==> config.mk <==
export PLATFORM = sky130hd
export DESIGN_NAME = conv_mac_engine_flat
export DESIGN_NICKNAME = d
export VERILOG_FILES = /design/src/rtl/conv_pkg.sv /design/src/rtl/conv_mac_engine_if.sv /design/src/rtl/conv_mac_lane.sv /design/src/rtl/conv_mac_engine.sv /design/src/flat_wrapper.sv
export SDC_FILE = /design/constraint.sdc
export NUM_CORES = 1
export LEC_CHECK = 0
export ABC_CLOCK_PERIOD_IN_PS = 10210
export CAP_MARGIN = 20
export CORE_MARGIN = 5
export CORE_UTILIZATION = 50
export CTS_CLUSTER_SIZE = 14
export DETAILED_ROUTE_END_ITERATION = 6
export GPL_TIMING_DRIVEN = 0
export PLACE_DENSITY = 0.79
export SLEW_MARGIN = 20
export SYNTH_ARGS = -nofsm -noshare
export SYNTH_HDL_FRONTEND = slang
export SYNTH_SLANG_ARGS = --single-unit
==> constraint.sdc <==
create_clock -name clk -period 10.21 [get_ports clk]
set_input_delay 2.042 -clock clk [delete_from_list [all_inputs] [get_ports clk]]
set_output_delay 2.042 -clock clk [all_outputs]
set_load 0.005 [all_outputs]
==> src/rtl/conv_pkg.sv <==
// conv_pkg: shared state encoding, size derivations and saturation helper for the conv MAC engine.
package conv_pkg;
    typedef enum logic [1:0] {IDLE, ACCUM, FINAL, OUTPUT} state_t;
    function automatic int clog2(input int v);
        int r = 0;
        while ((1 << r) < v) r++;
        return r;
    endfunction
    function automatic int taps_of(input int k);
        return k * k;
    endfunction
    function automatic int groups_of(input int taps, input int lanes);
        return (taps + lanes - 1) / lanes;
    endfunction
    function automatic int acc_w_of(input int pix_w, input int ker_w, input int taps);
        return pix_w + ker_w + 1 + clog2(taps);
    endfunction
    // Widths of 63+ cannot be exceeded by any accumulator this engine builds.
    function automatic logic signed [63:0] sat_val(input logic signed [63:0] v, input int w, input logic sgn);
        logic signed [63:0] hi, lo;
        if (w >= 63) return v;
        hi = sgn ? (64'sd1 <<< (w - 1)) - 64'sd1 : (64'sd1 <<< w) - 64'sd1;
        lo = sgn ? -hi - 64'sd1 : 64'sd0;
        return v > hi ? hi : v < lo ? lo : v;
    endfunction
endpackage

==> src/rtl/conv_mac_engine_if.sv <==
// conv_mac_engine_if: beat input and result output handshakes of the conv MAC engine.
interface conv_mac_engine_if #(
    parameter int DATA_W = 108,
    parameter int OUT_W  = 32
);
    logic              in_valid;
    logic              in_ready;
    logic [DATA_W-1:0] in_data;
    logic              out_valid;
    logic              out_ready;
    logic [OUT_W-1:0]  out_data;
    logic              out_sat;
    modport master(output in_valid, in_data, out_ready, input in_ready, out_valid, out_data, out_sat);
    modport slave(input in_valid, in_data, out_ready, output in_ready, out_valid, out_data, out_sat);
endinterface

==> src/rtl/conv_mac_lane.sv <==
// conv_mac_lane: one kernel-tap multiply, sign-aware, forced to zero for padded taps.
module conv_mac_lane #(
    parameter int PIX_W      = 8,
    parameter int KER_W      = 4,
    parameter int KER_SIGNED = 0,
    parameter int W          = 13
) (
    input  logic                en,
    input  logic [KER_W-1:0]    ker,
    input  logic [PIX_W-1:0]    pix,
    output logic signed [W-1:0] prod
);
    logic signed [W-1:0] k_e, p_e;
    assign k_e  = KER_SIGNED != 0 ? W'($signed(ker)) : W'(ker);
    assign p_e  = W'(pix);
    assign prod = en ? k_e * p_e : '0;
endmodule

==> src/rtl/conv_mac_engine.sv <==
// conv_mac_engine: KxK convolution MAC folded over LANES multipliers, shifted and saturated onto a valid/ready output.
// Build option CONV_RELU_EN: in signed mode negative results are output as zero.
module conv_mac_engine
    import conv_pkg::*;
#(
    parameter int K          = 3,
    parameter int PIX_W      = 8,
    parameter int KER_W      = 4,
    parameter int KER_SIGNED = 0,
    parameter int LANES      = 3,
    parameter int SHIFT      = 0,
    parameter int OUT_W      = 32
) (
    input  logic             clk,
    input  logic             rst_n,
    conv_mac_engine_if.slave bus,
    output logic             busy
);
    localparam int TAPS  = taps_of(K);
    localparam int N     = groups_of(TAPS, LANES);
    localparam int ACC_W = acc_w_of(PIX_W, KER_W, TAPS);
    localparam int LW    = PIX_W + KER_W + KER_SIGNED + 1;
    localparam int GW    = N > 1 ? clog2(N) : 1;
    localparam int TW    = TAPS > 1 ? clog2(TAPS) : 1;

    state_t                  state;
    logic [GW-1:0]           grp;
    logic signed [ACC_W-1:0] acc, grp_sum;
    logic [KER_W-1:0]        ker_q [TAPS];
    logic [PIX_W-1:0]        pix_q [TAPS];
    logic                    lane_en [LANES];
    logic [TW-1:0]           lane_idx [LANES];
    logic signed [LW-1:0]    prod [LANES];
    logic signed [63:0]      shifted, clamped;
    logic                    relu, in_fire;

    assign in_fire = state == IDLE && bus.in_valid && bus.in_ready;
    assign busy    = state != IDLE;

    always_ff @(posedge clk)
        if (in_fire)
            for (int i = 0; i < TAPS; i++) begin
                ker_q[i] <= bus.in_data[TAPS*PIX_W + (TAPS-1-i)*KER_W +: KER_W];
                pix_q[i] <= bus.in_data[(TAPS-1-i)*PIX_W +: PIX_W];
            end

    // Lanes past the last tap read tap 0 but are disabled, so they add nothing.
    always_comb
        for (int i = 0; i < LANES; i++) begin
            lane_en[i]  = int'(grp) * LANES + i < TAPS;
            lane_idx[i] = lane_en[i] ? TW'(int'(grp) * LANES + i) : '0;
        end

    for (genvar l = 0; l < LANES; l++) begin : g_lane
        conv_mac_lane #(.PIX_W(PIX_W), .KER_W(KER_W), .KER_SIGNED(KER_SIGNED), .W(LW)) u_lane (
            .en  (lane_en[l]),
            .ker (ker_q[lane_idx[l]]),
            .pix (pix_q[lane_idx[l]]),
            .prod(prod[l])
        );
    end

    always_comb begin
        grp_sum = '0;
        for (int i = 0; i < LANES; i++) grp_sum += ACC_W'(prod[i]);
    end

    assign shifted = 64'(acc) >>> SHIFT;
    assign clamped = sat_val(shifted, OUT_W, KER_SIGNED != 0);
`ifdef CONV_RELU_EN
    assign relu = KER_SIGNED != 0 && shifted < 0;
`else
    assign relu = 1'b0;
`endif

    always_ff @(posedge clk or negedge rst_n)
        if (!rst_n) begin
            state         <= IDLE;
            bus.in_ready  <= 1'b0;
            bus.out_valid <= 1'b0;
            bus.out_data  <= '0;
            bus.out_sat   <= 1'b0;
            acc           <= '0;
            grp           <= '0;
        end else begin
            case (state)
                IDLE:
                    if (in_fire) begin
                        acc          <= '0;
                        grp          <= '0;
                        bus.in_ready <= 1'b0;
                        state        <= ACCUM;
                    end else
                        bus.in_ready <= 1'b1;
                ACCUM: begin
                    acc <= acc + grp_sum;
                    if (grp == GW'(N - 1)) state <= FINAL;
                    else grp <= grp + 1'b1;
                end
                FINAL: begin
                    bus.out_data  <= relu ? '0 : clamped[OUT_W-1:0];
                    bus.out_sat   <= !relu && clamped != shifted;
                    bus.out_valid <= 1'b1;
                    state         <= OUTPUT;
                end
                default:
                    if (bus.out_ready) begin
                        bus.out_valid <= 1'b0;
                        bus.in_ready  <= 1'b1;
                        state         <= IDLE;
                    end
            endcase
        end
endmodule

==> src/flat_wrapper.sv <==
// flat-port wrapper written by rule: the top's interface ports become plain ports
module conv_mac_engine_flat import conv_pkg::*;
#(
    parameter int K          = 3,
    parameter int PIX_W      = 8,
    parameter int KER_W      = 4,
    parameter int KER_SIGNED = 0,
    parameter int LANES      = 3,
    parameter int SHIFT      = 0,
    parameter int OUT_W      = 32
)
  (clk, rst_n, busy, bus_in_valid, bus_in_data, bus_out_ready, bus_in_ready, bus_out_valid, bus_out_data, bus_out_sat);
  conv_mac_engine_if #(.DATA_W(108), .OUT_W(OUT_W)) bus_i ();
  input  logic clk;
  input  logic rst_n;
  output logic busy;
  input wire logic [$bits(bus_i.in_valid)-1:0] bus_in_valid;
  input wire logic [$bits(bus_i.in_data)-1:0] bus_in_data;
  input wire logic [$bits(bus_i.out_ready)-1:0] bus_out_ready;
  output wire logic [$bits(bus_i.in_ready)-1:0] bus_in_ready;
  output wire logic [$bits(bus_i.out_valid)-1:0] bus_out_valid;
  output wire logic [$bits(bus_i.out_data)-1:0] bus_out_data;
  output wire logic [$bits(bus_i.out_sat)-1:0] bus_out_sat;
  assign bus_i.in_valid = bus_in_valid;
  assign bus_i.in_data = bus_in_data;
  assign bus_i.out_ready = bus_out_ready;
  assign bus_in_ready = bus_i.in_ready;
  assign bus_out_valid = bus_i.out_valid;
  assign bus_out_data = bus_i.out_data;
  assign bus_out_sat = bus_i.out_sat;
  conv_mac_engine #(.K(K), .PIX_W(PIX_W), .KER_W(KER_W), .KER_SIGNED(KER_SIGNED), .LANES(LANES), .SHIFT(SHIFT), .OUT_W(OUT_W)) u_core (.clk(clk), .rst_n(rst_n), .bus(bus_i), .busy(busy));
endmodule
* Word level (Yosys, flattened, before mapping)
Memory sizes are Yosys's and may differ from the RTL's.
Index checks and enable logic that the tools add are counted.
W data, S select, Z words.
** Storage, ports and cells
- Bits in writable memories :: 108
- Register bits :: 56
- Memories kept :: 2
- Output and inout bits :: 36
** Memories
- u_core.pix_q :: depth 9, bits a word 8, read ports 3, clocked after memory_dff 0, wr ports 9, RTL line conv_mac_engine.sv:30 : logic [PIX_W-1:0] pix_q [TAPS];
- u_core.ker_q :: depth 9, bits a word 4, read ports 3, clocked after memory_dff 0, wr ports 9, RTL line conv_mac_engine.sv:29 : logic [KER_W-1:0] ker_q [TAPS];
** Operators by class
- Muxes and demuxes :: 24
- Multiply operators :: 4
- Bitwise logic cells :: 2
- Reductions and logical operators :: 15
- Equality and inequality tests :: 7
- Add/sub/neg operators :: 6
- Magnitude comparators :: 5
** Operators by type and width (number)
- $mux W64 :: 2
- $lt A32 B5 Y1 const B :: 3
- $ne A64 B17 Y1 :: 1
- $mul A4 B8 Y12 :: 3
- $mux W12 :: 3
- $pmux W17 S2 :: 1
- $gt A17 B33 Y1 const B :: 1
- $add A32 B2 Y32 const B :: 1
- $add A32 B3 Y32 const B :: 1
- $add A17 B17 Y17 :: 1
- $lt A17 B1 Y1 const B :: 1
- $mux W17 :: 1
- $add A14 B13 Y15 :: 1
- $add A12 B12 Y13 :: 1
- $mux W4 :: 3
- $mux W2 :: 5
- $reduce_bool A2 Y1 :: 4
- $pmux W2 S3 :: 1
- $reduce_and A2 Y1 :: 3
- $reduce_and A3 Y1 :: 2
- $mux W1 :: 5
- $eq A2 B2 Y1 const B :: 2
- $mul A2 B2 Y4 const B :: 1
- $ne A2 B1 Y1 const B :: 2
- other kinds (10) :: 14

* Depth between registers and ports, before layout
Gate-level depths: netlist of run 1.
An unclocked memory read counts as a cell.
- Word-level depth :: 11
- Depth in mapped cells :: 39
- Gate-level depth less buffers :: 35

* By module
Synthesis of run 1 repeated with hierarchy kept, for this count alone.
** Second synthesis, totals
- Cells, all modules :: 1033
- Area, all modules :: 11659.9 um2
** Modules (own cells, without submodules)
- conv_mac_engine :: area each 8667.1 um2, times used 1, seq. area each 4269.1 um2, cells each 653
- conv_mac_lane (u_core.g_lane[0].u_lane ...) :: area each 999.7 um2, times used 2, seq. area each 0.0 um2, cells each 129
- conv_mac_lane (u_core.g_lane[2].u_lane) :: area each 993.5 um2, times used 1, seq. area each 0.0 um2, cells each 122

* Worst setup path before layout of run 1
No wires, ideal clock.
- Path kind :: flip-flop to flip-flop
- Start :: reg u_core.grp[0]
- End :: reg u_core.acc[14]
- Data arrival time :: 7.720 ns
- Clock period less this slack :: 7.842 ns
- Setup slack :: 2.368 ns
- Stages on the path, launching flop included :: 38
- Library setup time :: 0.122 ns
- Buffers on the path :: 4
- Cells stage by stage :: dfrtp_1 inv_1 ha_1 buf_2 buf_2 buf_2 mux4_2 mux2i_1 nor2_1 fa_1 inv_1 fa_1 inv_1 ha_1 nor2b_1 o21a_1 or2_2 xnor2_1 [... 2 more ...] o21a_1 or2_2 a31o_2 a21oi_1 xnor2_1 ha_1 clkbuf_1 inv_1 and3_1 a2111oi_0 o211ai_1 ha_1 nor2_1 or2_1 o21a_1 a311oi_1 xnor2_1 nor2_1
** On the way
- Word-level cells in the longest chain between the ends :: 11
- Elaborated cells on any way between the ends :: 21
- Those cells by class :: add/sub: 5; mul: 4; order compare: 3; mux: 7; memory: 2
** RTL lines
- from (decl) :: RTL line conv_mac_engine.sv:27 : logic [GW-1:0] grp;
- from (signal assigned) :: RTL line conv_mac_engine.sv:98 : else grp <= grp + 1'b1;
- $mul A2 B2 Y4 * :: RTL line conv_mac_engine.sv:50, conv_mac_engine.sv:51
- $add A32 B2 Y32 :: RTL line conv_mac_engine.sv:50 : lane_en[i] = int'(grp) * LANES + i < TAPS;
- $lt A32 B5 Y1 :: RTL line conv_mac_engine.sv:50
- $mux W4 :: RTL line conv_mac_engine.sv:51 : lane_idx[i] = lane_en[i] ? TW'(int'(grp) * LANES + i) : '0;
- $mem_v2 Z9 W4 / $mem_v2 Z9 W8 (equally long branches)
- $mul A4 B8 Y12 :: RTL line conv_mac_lane.sv:16 : assign prod = en ? k_e * p_e : '0;
- $mux W12 :: RTL line conv_mac_lane.sv:16
- $add A12 B12 Y13 :: RTL line conv_mac_engine.sv:65 : for (int i = 0; i < LANES; i++) grp_sum += ACC_W'(prod[i]);
- $add A14 B13 Y15 * :: RTL line conv_mac_engine.sv:65
- $add A17 B17 Y17 * :: RTL line conv_mac_engine.sv:96 : acc <= acc + grp_sum;
- $pmux W17 S2 * :: RTL line conv_mac_engine.sv:86 : case (state)
- to (signal assigned) :: RTL line conv_mac_engine.sv:96
- to (decl) :: RTL line conv_mac_engine.sv:28 : logic signed [ACC_W-1:0] acc, grp_sum;
Mark *: on every way between the ends. The rest lies on a longest branch, timed or not.
A chain may end at the register's enable or synchronous reset.

* Worst setup path in the final report of run 1
Same ends and word-level chain as after synthesis.

==> results of run 1 <==
[how the worst max path moves through the flow]
stage,start,end,cells past startpoint
finish,u_core.grp[0]$_DFFE_PN0P_,u_core.acc[14]$_DFFE_PN0P_,35
global route,u_core.grp[0]$_DFFE_PN0P_,u_core.acc[15]$_DFFE_PN0P_,37
CTS,u_core.grp[0]$_DFFE_PN0P_,u_core.acc[14]$_DFFE_PN0P_,35
detailed placement,u_core.grp[0]$_DFFE_PN0P_,u_core.acc[14]$_DFFE_PN0P_,35
global placement,u_core.grp[0]$_DFFE_PN0P_,u_core.acc[14]$_DFFE_PN0P_,35
floorplan,u_core.grp[0]$_DFFE_PN0P_,u_core.acc[14]$_DFFE_PN0P_,37
[logic make-up after synthesis]
| logic type | Yosys count | synth area share, % |
|---|---|---|
| simple gates | 255 | 10.8 |
| compound gates | 191 | 10.7 |
| flops | 149 | 36.7 |
| buf+inv | 148 | 5.67 |
| fa+ha+maj | 133 | 16.8 |
| mux | 99 | 15.6 |
| xor+xnor | 50 | 3.76 |
[synthesized netlist by cell type (5+ instances only)]
library cell,n
a21o_1,14
a21oi_1,34
a31oi_1,6
and3_1,5
buf_2,11
buf_4,18
clkbuf_1,15
dfrtp_1,41
edfxtp_1,108
fa_1,39
ha_1,94
inv_1,99
mux2_2,10
mux2i_1,23
mux4_2,60
nand2_1,45
nand2b_1,9
nand3_1,8
nand3b_1,17
nor2_1,91
nor2b_1,19
nor3_1,20
o21a_1,20
o21ai_0,54
o21bai_1,10
o31ai_1,10
or2_1,21
or2_2,7
or3_1,5
xnor2_1,28
xor2_1,22
[through the flow]
stage,cell area [um^2],hold slack [ns],util (%),std cells,setup WS [ns]
6_report,14200,0.510,62.1,1519,0.991
2_1_floorplan,11600,0.475,-,1025,2.37
4_1_cts,14200,0.520,62.1,1519,1.14
3_5_place_dp,13500,0.497,59.5,1487,1.26
5_1_grt,14200,0.545,62.1,1519,0.423
3_3_place_gp,13500,0.487,59.3,1485,1.38
[sequential cells by signal, indices dropped and copies added (netlist names)]
name / cells
u_core.bus.out_valid: 1
u_core.ker_q: 36
u_core.bus.out_data: 17
u_core.bus.out_sat: 1
u_core.grp: 2
u_core.acc: 17
u_core.state: 2
u_core.pix_q: 72
u_core.bus.in_ready: 1
[area by class of cell]
cell class | count | area [um^2] | share of cell area [%]
inverter | 100 | 380 | 2.69
tap | 313 | 392 | 2.77
clock buffer | 17 | 425 | 3.01
buffer | 48 | 284 | 2.01
multi-input combinational | 728 | 6710 | 47.4
timing repair buffer | 149 | 1510 | 10.7
clock inverter | 15 | 179 | 1.26
sequential | 149 | 4270 | 30.2
[placed cells by master, fill, tap and decap left out, types with 17 or more instances in the layout]
cell type	synthesis	layout
nor2_1	91	91
xor2_1	22	22
nand2_1	45	45
dfrtp_1	41	41
clkbuf_16	0	17
ha_1	94	94
nand3b_1	17	17
a21oi_1	34	34
fa_1	39	39
nor2b_1	19	19
xnor2_1	28	28
clkdlybuf4s50_1	0	146
mux4_2	60	60
o21ai_0	54	54
edfxtp_1	108	108
nor3_1	20	20
inv_1	99	98
or2_1	21	21
buf_4	18	18
mux2i_1	23	23
o21a_1	20	20
[metal layers]
| layer | wire [um] | vias to the layer above |
|---|---|---|
| li1 | - | 4039 |
| met1 | 11400 | 4224 |
| met2 | 14000 | 324 |
| met3 | 1610 | 54 |
| met4 | 761 | 0 |
| met5 | 0 | - |
[worst reg2reg max path: cells and delay by family, from the launching register on]
kind | cells | cell delay [ns]
AOI/OAI and AO/OA | 9 | 2.01
DFF | 1 | 0.49
muxes | 2 | 0.86
buffers and inverters | 7 | 1.49
xor gates and xnor gates | 3 | 0.40
adders and majority gates | 7 | 2.80
and+or+nand+nor | 7 | 1.03
==> qor.yml, run 1 <==
status:
  status: "finished, final reports clean"
synth:
  ys_seq_elements: 149
  synth_top_area_share_pct: 27.9
  async_flop_share_pct: 27.5
  ys_top_cells_by_area: "edfxtp_1 (28%), mux4_2 (12%), ha_1 (10%)"
  synth_cell_types: 66
  yosys_warnings: 0
  yosysSeqAreaShare_pct: 36.7
  yosysTopAreaCell: "edfxtp_1"
  synthesis.nets: 1270
  syn_avg_cell_area_um2: 11.4
  synth-edff-count: 108
  syn-cell-area_um2: 11600
  synth_flop_cell: "edfxtp_1"
  syn-instance-count: 1025
job:
  maxCapViolCount: 0
global_routing:
  grt_pass1_vias: 8972
  grt_use_total_pct: 21.7
  gr-total-overflow: 0
  grt_max_degree: 72
  grt_pass1_wl_mm: 45.5
  grt.met3_usage_pct: 4.35
  antenna_found_initial: 0
  grtUsageMet1_pct: 27.1
  grt_busiest_layer: "met2"
  grt_use_met2_pct: 38.0
timing:
  finalSetupViolations: 0
  fin_crit_ns: 9.22
  fin_skew_ns: 0.0136
  worstMarginPinSlew_ns: 0.805
  finalMaxSlewViolations: 0
  hold_viol_final: 0
  rsz0062_at_grt: "false"
  fin_crit_sh_pct: 90.3
  max-slew-margin-rel_pct: 44.8
  finalSetupTns_ns: 0
  fmax_mhz: 108
clock_tree:
  cts.repair.resized: 0
  cts_setup_buffers: 0
  numClockSinks: 149
  postCtsHoldBufs: 0
  clkLatencyLatePin_ns: 0.43
  cts_inserted_buffers: 17
  cts_tree: "built"
  cts_max_level: 4
  clk_pin_slew_ns: 0.06
  clock_path_buffers: 2
  root_buffer: "clkbuf_16"
placed_design:
  io_buffers: 147
  gp_congestion: 0.885
  dp_hpwl_mm: 21.5
floorplanning:
  fp-row-count: 55
  die_h_um: 163
  die_w_um: 163
  initial_core_util_pct: 51.1
  dieArea_um2: 26400
  io_pins: 148
  core_area_um2: 22800
worst_setup_path:
  cpMostUsedCell: "ha_1"
  startpoint_type: "flip-flop"
  crit_type: "flip-flop to flip-flop"
  reg2reg_slack_ns: 0.99
  r2r_cells: 35
  critPathCaptureType: "flip-flop"
  cpMaxStageDelayCell: "clkbuf_1"
  cpLargestDelayFamily: "adder cells"
  timing.rr.end: "u_core.acc[14]$_DFFE_PN0P_"
  critPathRequiredTime_ns: 10.52
  cpPeakStageDelay_ns: 0.64
  reg2reg_from: "u_core.grp[0]$_DFFE_PN0P_"
  arrival_ns: 9.53
  path_buf_inv: 7
  cp_max_fo: 10
hold_path:
  hp-start: "u_core.bus.out_valid$_DFFE_PN0P_"
  whs_path_depth: 1
  hold_class: "flip-flop to flip-flop"
  holdPathEnd: "u_core.bus.out_valid$_DFFE_PN0P_"
route:
  drc: 0
  antenna_left: 0
  vias_per_cell: 5.69
  drt_iter0_drc: 646
  vias: 8641
  wl_per_cell_um: 18.3
  first_pass_iters: 7
  wirelength_mm: 27.8
final_layout:
  drive_gt1_share_pct: 12.7
  nets: 1438
  area_growth_syn_to_layout_pct: 21.6
  fillerInstances: 1797
  num_antenna_cells: 0
Power of run 1 is not shown: default switching activity piles up to over one toggle a cycle in this logic, so the estimate is an artifact.
==> run 2: changes to the inputs <==
--- a/config.mk
+++ b/config.mk
@@ -9,7 +9,7 @@
 export CAP_MARGIN = 20
 export CORE_MARGIN = 5
 export CORE_UTILIZATION = 50
-export CTS_CLUSTER_SIZE = 14
+export CTS_CLUSTER_SIZE = 12
 export DETAILED_ROUTE_END_ITERATION = 6
 export GPL_TIMING_DRIVEN = 0
 export PLACE_DENSITY = 0.79
==> results of run 2 <==
No change in the layout: final DEF, timing and power equal those of run 1.
Power of run 2 is left out for the same reason.
